[src/rtl/fft_frame_sequencer.sv]
// Frames a real sample stream into FFT packets and reports the strongest
// positive-frequency bin of each transformed frame.
module fft_frame_sequencer #(
    parameter int DATA_W     = 14,
    parameter int FFT_POINTS = 1024,
    parameter int PTS_W      = 11
) (
    input  logic                     clk,
    input  logic                     reset_n,
    input  logic                     enable,
    input  logic signed [DATA_W-1:0] sample_in,
    input  logic                     sample_valid,
    output logic                     sample_ready,
    output logic                     sink_valid,
    output logic                     sink_sop,
    output logic                     sink_eop,
    output logic signed [DATA_W-1:0] sink_real,
    output logic signed [DATA_W-1:0] sink_imag,
    output logic                     inverse,
    output logic [PTS_W-1:0]         fft_pts,
    output logic [1:0]               sink_error,
    input  logic                     sink_ready,
    input  logic                     source_valid,
    input  logic                     source_sop,
    input  logic                     source_eop,
    input  logic signed [DATA_W-1:0] source_real,
    input  logic signed [DATA_W-1:0] source_imag,
    input  logic [1:0]               source_error,
    output logic                     source_ready,
    output logic [PTS_W-1:0]         peak_bin,
    output logic [DATA_W:0]          peak_mag,
    output logic                     peak_valid,
    output logic                     seq_error
);

    typedef enum logic [1:0] {
        S_IDLE,
        S_STREAM,
        S_DRAIN
    } sink_state_t;

    typedef enum logic [1:0] {
        S_WAIT_SOP,
        S_COLLECT,
        S_REPORT
    } src_state_t;

    localparam logic [PTS_W-1:0] LAST = PTS_W'(FFT_POINTS - 1);
    localparam logic [PTS_W-1:0] HALF = PTS_W'(FFT_POINTS / 2);

    sink_state_t      sink_state, sink_next;
    src_state_t       src_state, src_next;
    logic [PTS_W-1:0] in_cnt, in_cnt_n;
    logic             accept, eop_xfer, valid_n;
    logic [PTS_W-1:0] out_cnt;
    logic [PTS_W-1:0] max_bin;
    logic [DATA_W:0]  max_mag;
    logic [DATA_W:0]  mag;
    logic             beat, err, start, step, done, win;

    assign sink_imag  = '0;
    assign inverse    = 1'b0;
    assign sink_error = 2'b00;
    assign fft_pts    = PTS_W'(FFT_POINTS);

    // In DRAIN the frame is complete once in_cnt wraps; stop taking samples
    assign sample_ready = (sink_state == S_STREAM
                           || (sink_state == S_DRAIN && in_cnt != '0))
                          && (!sink_valid || sink_ready);
    assign accept   = sample_valid && sample_ready;
    assign eop_xfer = sink_valid && sink_eop && sink_ready;
    assign in_cnt_n = !accept ? in_cnt
                    : (in_cnt == LAST) ? '0 : in_cnt + 1'b1;
    assign valid_n  = accept || (sink_valid && !sink_ready);

    always_comb begin
        sink_next = sink_state;
        unique case (sink_state)
            S_IDLE: begin
                if (enable) sink_next = S_STREAM;
            end
            S_STREAM: begin
                if (!enable) begin
                    if (in_cnt_n != '0 || valid_n) sink_next = S_DRAIN;
                    else                          sink_next = S_IDLE;
                end
            end
            S_DRAIN: begin
                if (enable)
                    sink_next = S_STREAM;
                else if (eop_xfer || (in_cnt == '0 && !sink_valid))
                    sink_next = S_IDLE;
            end
            default: sink_next = S_IDLE;
        endcase
    end

    always_ff @(posedge clk or negedge reset_n) begin
        if (!reset_n) begin
            sink_state <= S_IDLE;
            in_cnt     <= '0;
            sink_valid <= 1'b0;
            sink_sop   <= 1'b0;
            sink_eop   <= 1'b0;
            sink_real  <= '0;
        end else begin
            sink_state <= sink_next;
            in_cnt     <= in_cnt_n;
            if (accept) begin
                sink_valid <= 1'b1;
                sink_real  <= sample_in;
                sink_sop   <= (in_cnt == '0);
                sink_eop   <= (in_cnt == LAST);
            end else if (sink_ready) begin
                sink_valid <= 1'b0;
            end
        end
    end

    function automatic logic [DATA_W:0] abs_val(
        input logic signed [DATA_W-1:0] v
    );
        logic signed [DATA_W:0] e;
        e = {v[DATA_W-1], v};
        if (v[DATA_W-1]) e = -e;
        return e;
    endfunction

    // Sum of two magnitudes tops out at 2^DATA_W, which fits DATA_W+1 bits
    assign mag  = abs_val(source_real) + abs_val(source_imag);
    assign beat = source_valid && source_ready;

    always_comb begin
        src_next = src_state;
        err      = 1'b0;
        start    = 1'b0;
        step     = 1'b0;
        done     = 1'b0;
        unique case (src_state)
            S_WAIT_SOP, S_REPORT: begin
                if (src_state == S_REPORT) src_next = S_WAIT_SOP;
                if (beat) begin
                    if (source_error != 2'b00) begin
                        err = 1'b1;
                    end else if (source_sop) begin
                        start    = 1'b1;
                        src_next = S_COLLECT;
                    end
                end
            end
            S_COLLECT: begin
                if (beat) begin
                    if (source_error != 2'b00) begin
                        err      = 1'b1;
                        src_next = S_WAIT_SOP;
                    end else if (source_sop) begin
                        err   = 1'b1;
                        start = 1'b1;
                    end else begin
                        step = 1'b1;
                        if (source_eop) begin
                            if (out_cnt == LAST) begin
                                done     = 1'b1;
                                src_next = S_REPORT;
                            end else begin
                                err      = 1'b1;
                                src_next = S_WAIT_SOP;
                            end
                        end
                    end
                end
            end
            default: src_next = S_WAIT_SOP;
        endcase
    end

    // DC and the mirrored upper half never compete; ties keep the lower bin
    assign win = step && out_cnt != '0 && out_cnt < HALF && mag > max_mag;

    always_ff @(posedge clk or negedge reset_n) begin
        if (!reset_n) begin
            src_state    <= S_WAIT_SOP;
            source_ready <= 1'b0;
            out_cnt      <= '0;
            max_bin      <= '0;
            max_mag      <= '0;
            peak_bin     <= '0;
            peak_mag     <= '0;
            peak_valid   <= 1'b0;
            seq_error    <= 1'b0;
        end else begin
            src_state    <= src_next;
            source_ready <= 1'b1;
            peak_valid   <= done;
            seq_error    <= err;
            if (start) begin
                out_cnt <= PTS_W'(1);
                max_bin <= '0;
                max_mag <= '0;
            end else if (step) begin
                out_cnt <= out_cnt + 1'b1;
                if (win) begin
                    max_bin <= out_cnt;
                    max_mag <= mag;
                end
            end
            if (done) begin
                peak_bin <= max_bin;
                peak_mag <= max_mag;
            end
        end
    end

endmodule

[config.mk]
export PLATFORM = sky130hd
export DESIGN_NAME = fft_frame_sequencer
export DESIGN_NICKNAME = d
export VERILOG_FILES = /design/src/rtl/fft_frame_sequencer.sv
export SDC_FILE = /design/constraint.sdc
export NUM_CORES = 1
export LEC_CHECK = 0
export BUFFER_PORTS_ARGS = -buffer_cell sky130_fd_sc_hd__buf_2
export CORE_ASPECT_RATIO = 0.7
export CORE_MARGIN = 3
export CORE_UTILIZATION = 56
export DETAILED_ROUTE_END_ITERATION = 6
export HOLD_SLACK_MARGIN = 0.06
export PLACE_DENSITY_LB_ADDON = 0.05
export SYNTH_ARGS = -nofsm -noshare
export SYNTH_HDL_FRONTEND = slang
export SYNTH_SLANG_ARGS = --single-unit
[constraint.sdc]
create_clock -name clk -period 3 [get_ports clk]
set_input_delay 0.15 -clock clk [delete_from_list [all_inputs] [get_ports clk]]
set_output_delay 0.15 -clock clk [all_outputs]
set_load 0.005 [all_outputs]
==> results of run 1 <==
-- stage by stage --
stage / std cells / util, % / total power, mW / TNS, ns / area, um^2
2_1_floorplan: 627 / - / 2.702 / -35.78 / 6155
3_3_place_gp: 894 / 68.53 / 3.245 / -43.36 / 7151
3_5_place_dp: 894 / 68.53 / 3.319 / -46.05 / 7151
4_1_cts: 930 / 74.07 / 4.581 / -33.11 / 7729
5_1_grt: 932 / 74.43 / 4.875 / -38.61 / 7766
6_report: 932 / 74.43 / 4.578 / -32.96 / 7766
-- logic make-up (layout without fill, tap and decap cells) --
group / Yosys count / after routing
AND/OR/NAND/NOR: 172 / 172
adder cells (fa/ha/maj): 36 / 36
multiplexers: 67 / 67
flip-flops: 98 / 98
AO/OA/AOI/OAI: 94 / 94
XOR/XNOR: 45 / 45
other: 2 / 29
buffers and inverters: 86 / 259
-- cell usage after synthesis (10+ instances only) --
cell and number:
nand2_1 44, dfrtp_1 98, nand4_1 10, mux2i_1 17, buf_4 29, mux2_2 50
nor3_1 11, nor2_1 38, nand3_1 12, inv_1 42, ha_1 35, o21ai_0 26
a21oi_1 18, xnor2_1 40
-- state kept, by name, summed over array words and instances, names as in the netlist, 2 cells and up --
name	cells
in_cnt	11
src_state	2
peak_mag	15
max_bin	11
peak_bin	11
out_cnt	11
sink_state	2
max_mag	15
sink_real	14
-- layout make-up --
| type | instances | area share, % |
|---|---|---|
| multi-input cells | 443 | 42.42 |
| inverters | 42 | 2.030 |
| flip-flops and latches | 98 | 31.58 |
| well taps | 132 | 2.127 |
| clock inverters | 7 | 1.192 |
| repair buffers | 201 | 17.75 |
| clock buffers | 9 | 2.900 |
-- power breakdown --
part	internal (mW)	switching, mW	total (mW)
Clock	0.671	0.553	1.22
Sequential	1.53	0.174	1.71
Combinational	0.832	0.816	1.65
Total	3.04	1.54	4.58
-- metal layers --
layer  up-vias  part of all wire [%]  GRT usage [%]
li1       2445                     -              -
met1      2347                    45          30.47
met2       146                    49          39.28
met3        14                   4.9          4.035
met4         0                   1.2          6.142
met5         -                     0              0
-- placed cells by master (no fill, tap or decap), types with 4 or more instances in the layout --
master         netlist  final
and3_1               7      5
ha_1                35     34
nand2b_1             8      8
buf_6                1      4
nor2_1              38     37
xor2_1               5      5
buf_2                4     96
o21ai_0             26     25
nand3_1             12     11
o21a_1               5      5
a211oi_1             4      4
a21o_1               6      6
buf_4               29     79
mux2_2              50     50
dlygate4sd3_1        0     18
inv_1               42     42
or3_1                8      7
nor2b_1              4      4
nand2_1             44     43
o31a_1               4      4
o31ai_1              8      8
conb_1               2     29
xnor2_1             40     40
nor3_1              11     11
mux2i_1             17     16
clkbuf_16            0     10
nand3b_1             6      6
a21oi_1             18     18
nand4_1             10     10
dfrtp_1             98     98
-- worst paths after layout --
path	start	to	slack, ns	cells past startpoint
hold reg to reg	sink_state[1]	sink_state[0]	0.47	1
max in group asynchronous	reset_n	sink_real[12]	1.65	3
setup reg to reg	in_cnt[0]	in_cnt[4]	0.38	9
setup / recovery	source_imag[3]	max_mag[8]	-1.30	21
min in group asynchronous	reset_n	max_bin[2]	0.49	2
hold / removal	source_eop	src_state[1]	0.11	2
-- worst max-delay path, cell delays in order --
cell and delay [ns]:
buf_6 0.09, or3_4 0.37, or2_1 0.22, or4_4 0.42
or3_4 0.37, nand2_2 0.08, xnor2_1 0.11, ha_1 0.26
o21a_1 0.23, and2_4 0.17, and3_4 0.17, a211o_1 0.28
a21o_1 0.22, ha_4 0.28, nand4_1 0.11, nor2_2 0.14
buf_4 0.13, nand3_2 0.08, nand4_4 0.12, buf_8 0.15
mux2_2 0.34
-- what timing repair did --
action,4_1_cts,5_1_grt
endpoints found under the setup margin,26,26
endpoints found under the hold margin,95,0
gates cloned,0,1
pin swaps,1,0
hold buffers,18,0
setup buffers,2,1
gates resized for setup,13,2
==> reports/results.ini, run 1 <==
[routing]
routed_via_density=5.313
drc=0
first_pass_iters=5
initialDrtViolationCount=296
ant_nets=0
drt-wirelength-per-cell_um=14.50
vias=4952
wl_um=13510

[synth]
synth.yosys.warnings=0
ys_seq_area_share_pct=40.70
netlist_instances=600
yosys.area_share.simple_pct=15.10
synth_top_family_by_area=simple AND/OR/NAND/NOR gates
synth_top_area_cell=dfrtp_1
ys_async_sr_fraction_pct=100.0
netlist_area_mm2=0.006026
synth.top_cell.area_share_pct=40.70
synth_area_leaders=dfrtp_1 (41%), mux2_2 (9.3%), ha_1 (7.3%)
synth_xor_area_share_pct=6.541
synth-compound-area-share_pct=10.40
syn_avg_cell_area_um2=10.04
synth_mux_area_share_pct=12.17
synth_edf_count=0
ys.flop_type=dfrtp_1
synth.distinct_cells=60
ys_ff_latch=98
synthAdderAreaFrac_pct=7.600

[setup_path]
cp-end-kind=flip-flop
arrival_ns=4.52
worstSetupPathType=input port to flip-flop
start_kind=input port
crit_required_ns=3.23
cp_max_fo=10

[finish]
diodes=0
register_area_mm2=0.002452
areaGrowthSynthToFinish_pct=28.88
multi_input_area_mm2=0.003294
fillers=789
drive_above_1_share_pct=33.50
nets=883

[pwr]
p_leak_nw=3.941
ir_drop_uv=384.3
cellPowerDensity_mw_per_mm2=589.4

[sta]
drv_slew=0
period_needed_ns=4.299
hold_violations=0
worstMarginPinSlew_ns=0.9667
fin_skew_ns=0.01153
setup_ws_ns=-1.299
finalSetupViolCount=26
hold-worst-slack_ns=0.1132
max_freq_mhz=232.6
relSlewSlack_pct=35.56
rsz0062_at_grt=true
period_share_pct=143.3

[cts]
h-tree-depth=3
cts_tree=built
clock_sinks=98
clk-insertion-delay-late_ns=0.35
numCtsBuffers=9
cts.reportedPaths.clkPinSlew_ns=0.07
clockRootBuffer=clkbuf_16
cts_buffer_depth=2

[outcome]
violations=setup timing
outcome=complete, but fails checks

[die]
fp.coreArea_mm2=0.01043
die_x_um=130.0
rows=31
initial_core_util_pct=57.75
ioPinCount=127
fp.dieH_um=92.79
dieArea_mm2=0.01206

[global_routing]
grt_max_degree=80
grt_pass1_wl_um=22730
grtUsageTotal_pct=23.09
gr-total-overflow=0
grt_pass1_vias=4985
antenna_found_initial=0

[place]
gp_congestion=0.9455
dp_hpwl_um=10220
pre_cts_slack_ns=-1.803
port_buffers=98

[worst_hold_path]
hp-class=input port to flip-flop

[flow_run]
maxCapViolCount=0

Power figures use the tool's default switching activity.
==> inputs of run 2 (changes only) <==
- REMOVE_ABC_BUFFERS: default -> 1
==> reports/results.ini, run 2 (synthesized netlist as in run 1, its figures left out) <==
[setup_path]
crit_chain=buf_6 -> or3_4 -> or2_4 -> or4_4 -> or3_4 -> o31ai_4 -> xnor2_1 -> ha_1 -> a21o_1 -> a31oi_1 -> nor2b_1 -> a211o_1 -> a21o_1 -> ha_4 -> nand4_1 -> nor2_2 -> o211ai_1 -> nand3b_1 -> nand4_4 -> clkbuf_16 -> mux2_2
worstSetupPathType=input port to flip-flop
slowest_delay_ns=0.43
cp.depth=21
cp-end-kind=flip-flop
rr_startpoint=in_cnt[0]
slowest_stage=or4_4
reg2regPathDepth=9
cp_max_fo=7
start_kind=input port
crit_required_ns=3.23
crit_start=source_imag[3]
arrival_ns=4.68
path_delay_family=simple AND/OR/NAND/NOR gates
cp_num_buf_inv=2

[finish]
areaGrowthSynthToFinish_pct=29.15
nets=885
finalNonFillerCells=934
largestRegisters=max_mag: 15 flops, peak_mag: 15 flops, sink_real: 14 flops
final_cell_mix=dfrtp_1 (98), buf_2 (95), buf_4 (82), mux2_2 (50), nand2_1 (43)
diodes=0
final_common_cell=dfrtp_1
drive_above_1_share_pct=33.17
final_core_util_pct=74.59
final_area_mm2=0.007782

[flow_run]
maxCapViolCount=0

[worst_hold_path]
hp-class=input port to flip-flop
hold_depth=2
hold_start=source_eop

[sta]
rsz0062_at_grt=true
period_share_pct=148.3
worstMarginPinSlew_ns=0.7785
fin_skew_ns=0.006168
setup_ws_ns=-1.448
hold_violations=0
tns_ns=-36.76
period_needed_ns=4.448
drv_slew=0
finalSetupViolCount=26
max_freq_mhz=224.8
relSlewSlack_pct=47.95

[global_routing]
gr-total-overflow=0
antenna_found_initial=0
grt_pass1_vias=5037
grt_max_degree=58
grtUsageTotal_pct=24.53
grt_pass1_wl_um=23790

[place]
post_dp_cell_area_mm2=0.007159
place_inst=896
gp_congestion=0.8987
port_buffers=98
dp_hpwl_um=10740

[cts]
numCtsBuffers=9
cts.reportedPaths.clkPinSlew_ns=0.06
cts_tree=built
cts_buffer_depth=2
h-tree-depth=3
clock_sinks=98
clockRootBuffer=clkbuf_16
clk-insertion-delay-late_ns=0.35

[routing]
vias=5028
ant_nets=0
routed_via_density=5.383
wl_um=14590
drc=0
drt-wirelength-per-cell_um=15.62
initialDrtViolationCount=275
first_pass_iters=5

[die]
die_x_um=130.0
ioPinCount=127
dieArea_mm2=0.01206
fp.coreArea_mm2=0.01043
fp.dieH_um=92.79
initial_core_util_pct=57.75
rows=31

[pwr]
p_leak_nw=3.957
cellPowerDensity_mw_per_mm2=585.8
ir_drop_uv=470.6
power_mw=4.559

[outcome]
outcome=complete, but fails checks
violations=setup timing

[run 2: worst paths after layout]
path                       slack (ns)            end
max in group asynchronous        1.85   peak_bin[10]
hold / removal                   0.13   src_state[1]
setup / recovery                -1.45     max_mag[8]
min in group asynchronous        0.38    peak_mag[3]
hold reg to reg                  0.48  sink_state[0]
setup reg to reg                 0.44  sink_state[1]
[run 2: worst register-to-register path, stage by stage, from the launching register on]
cell and delay [ns]:
dfrtp_1 0.44, inv_1 0.10, ha_1 0.19, or3b_2 0.44, or4_1 0.44, o21ai_2 0.31
buf_4 0.19, o41ai_1 0.08, o31ai_1 0.10, o31a_1 0.19
[run 2: area by class of cell]
type                    count  area [um^2]
fillers                   719         2651
clock buffers              12        246.5
inverters                  42        157.7
well taps                 132        165.2
clock inverters             4        51.30
repair buffers            203         1415
flip-flops and latches     98         2452
multi-input cells         443         3294
[run 2: report_power, final]
group          switching, mW  total [mW]  leakage (nW)  internal (mW)
combinational          0.845        1.70          2.51          0.857
clock                  0.479        1.15         0.143          0.669
sequential             0.172        1.71          1.30           1.54
total                   1.50        4.56          3.96           3.06
[run 2: per-stage QoR]
| step | hold WS [ns] | worst slack, ns |
|---|---|---|
| after detailed placement | 0.2453 | -1.751 |
| after CTS | 0.1053 | -1.334 |
| after floorplan | -0.1456 | -1.915 |
| after global routing | 0.1189 | -1.616 |
| final | 0.1250 | -1.448 |
| after global placement | 0.2410 | -1.628 |
[run 2: layer usage]
metal	up-vias	part of all wire (%)	GRT usage [%]
met3	17	6.0	6.282
met2	156	44	37.01
met5	-	0	0
met4	0	1.1	5.882
met1	2402	48	35.46
li1	2453	-	-
[run 2: repair_timing]
| item | 4_1_cts | 5_1_grt |
|---|---|---|
| pin swaps | 0 | 1 |
| gates cloned | 0 | 2 |
| hold buffers | 18 | 0 |
| buffers inserted | 0 | 2 |
| resized for setup | 7 | 9 |
| setup endpoints to repair | 26 | 26 |
| hold endpoints to repair | 71 | 0 |
==> inputs of run 3 (changes only) <==
- CELL_PAD_IN_SITES_DETAIL_PLACEMENT: default -> 1
- CELL_PAD_IN_SITES_GLOBAL_PLACEMENT: default -> 1
- CORE_MARGIN: 3 -> default
- CORE_UTILIZATION: 56 -> 43
==> reports/results.ini, run 3 (synthesized netlist as in run 1, its figures left out) <==
[outcome]
outcome=complete, but fails checks
violations=setup timing

[sta]
relSlewSlack_pct=47.55
period_share_pct=146.3
fin_skew_ns=0.01081
rsz0062_at_grt=true
drv_slew=0
period_needed_ns=4.388
finalSetupViolCount=26
worstMarginPinSlew_ns=0.7845
setup_ws_ns=-1.388
hold_violations=0
max_freq_mhz=227.9

[pwr]
power.switching_mw=1.567
p_leak_nw=3.997
clockPowerShare_pct=26.6
p_int_mw=3.154
seq_power_share_pct=36.4
netSwitchingFraction_pct=33.18
cellPowerDensity_mw_per_mm2=597.7
comb_power_share_pct=37.0
ir_drop_uv=360.4
power_mw=4.721

[setup_path]
reg2regPathDepth=8
arrival_ns=4.60
crit_start=source_imag[3]
regToRegEndpoint=sink_state[1]
cp_max_fo=8
start_kind=input port
rrSetupSlack_ns=0.24
worstSetupPathType=input port to flip-flop
rr_startpoint=in_cnt[0]
cp-end-kind=flip-flop
crit_required_ns=3.22

[cts]
cts.reportedPaths.clkPinSlew_ns=0.07
numCtsBuffers=9
clk-insertion-delay-late_ns=0.34
cts_tree=built
clockRootBuffer=clkbuf_16
cts_buffer_depth=2
clock_sinks=98
h-tree-depth=3

[routing]
drc=0
routed_via_density=5.178
ant_nets=0
first_pass_iters=4
drt-wirelength-per-cell_um=16.72
vias=5147
wl_um=16620
initialDrtViolationCount=223

[worst_hold_path]
hold_start=source_eop
hp-class=input port to flip-flop
hold_depth=2
whs_endpoint=src_state[1]

[finish]
largestRegisters=max_mag: 15 flops, peak_mag: 15 flops, sink_real: 14 flops
areaGrowthSynthToFinish_pct=31.08
final_area_mm2=0.007899
final_common_cell=dfrtp_1
diodes=0
fillers=1557
final_cell_mix=dfrtp_1 (98), buf_2 (95), buf_4 (89), mux2_2 (50), nand2_1 (43)
drive_above_1_share_pct=33.99
final_core_util_pct=58.94
register_area_mm2=0.002452
nets=892
multi_input_area_mm2=0.003287

[place]
dp_hpwl_um=12700
port_buffers=98
gp_congestion=0.8556
pre_cts_slack_ns=-1.906
post_dp_cell_area_mm2=0.007253

[die]
rows=35
die_x_um=143.5
dieArea_mm2=0.01450
fp.coreArea_mm2=0.01340
initial_core_util_pct=44.97
ioPinCount=127
fp.dieH_um=101.0

[global_routing]
antenna_found_initial=0
grt_pass1_vias=5556
grt_max_degree=50
grtUsageTotal_pct=24.64
gr-total-overflow=0
grt_pass1_wl_um=27860

[flow_run]
maxCapViolCount=0

## run 3: layer usage
layer,global-route usage [%],wire [um]
met3,4.608,645
met1,33.18,7885
met5,0,0
met2,41.45,7995
met4,4.828,96
## run 3: worst max-delay path by stage
stage	cells past startpoint	to	slack [ns]
6_report	21	max_mag[14]	-1.39
5_1_grt	21	max_mag[5]	-1.58
4_1_cts	21	max_mag[14]	-1.44
3_5_place_dp	22	max_bin[7]	-1.91
3_3_place_gp	22	max_bin[10]	-1.70
2_1_floorplan	19	max_mag[11]	-1.91
## run 3: critical path: stages
cell,delay [ns]
buf_6,0.09
or3_4,0.38
or2_4,0.26
or4_4,0.43
or3_4,0.38
o31ai_4,0.19
xnor2_1,0.15
ha_1,0.30
a21o_1,0.22
a31oi_1,0.16
nor2b_1,0.07
a211o_1,0.26
a21o_1,0.20
ha_4,0.28
nand4_1,0.09
nor2_2,0.13
buf_4,0.12
nand3_1,0.09
nand4_2,0.14
buf_6,0.17
mux2_2,0.35
## run 3: repair_timing
item,4_1_cts,5_1_grt
setup buffers,1,2
endpoints found under the setup margin,26,26
cloned,0,1
gates resized for setup,15,6
pin swaps,15,8
endpoints found under the hold margin,63,0
hold buffers,18,0
## run 3: layout make-up
type	count	share of cell area, %
multi-input cells	443	41.61
clock inverters	5	1.045
flip-flops and latches	98	31.05
repair buffers	210	18.30
well taps	185	2.930
inverters	42	1.996
clock buffers	11	3.073
## run 3: power by group through the flow
stage / Combinational [mW] / Sequential, mW / Clock (mW)
2_1_floorplan: 0.957 / 1.70 / 0
3_3_place_gp: 1.59 / 1.72 / 0
3_5_place_dp: 1.67 / 1.73 / 0
4_1_cts: 1.72 / 1.71 / 1.29
5_1_grt: 1.94 / 1.75 / 1.33
6_report: 1.75 / 1.72 / 1.26
## run 3: per-stage QoR
| step | hold WS [ns] | TNS [ns] | instances |
|---|---|---|---|
| final | 0.1335 | -35.20 | 994 |
| after global routing | 0.1280 | -40.28 | 994 |
| after CTS | 0.1151 | -36.41 | 991 |
| after detailed placement | 0.2167 | -47.86 | 956 |
| after global placement | 0.2126 | -43.08 | 956 |
| after floorplan | -0.1456 | -46.73 | 583 |
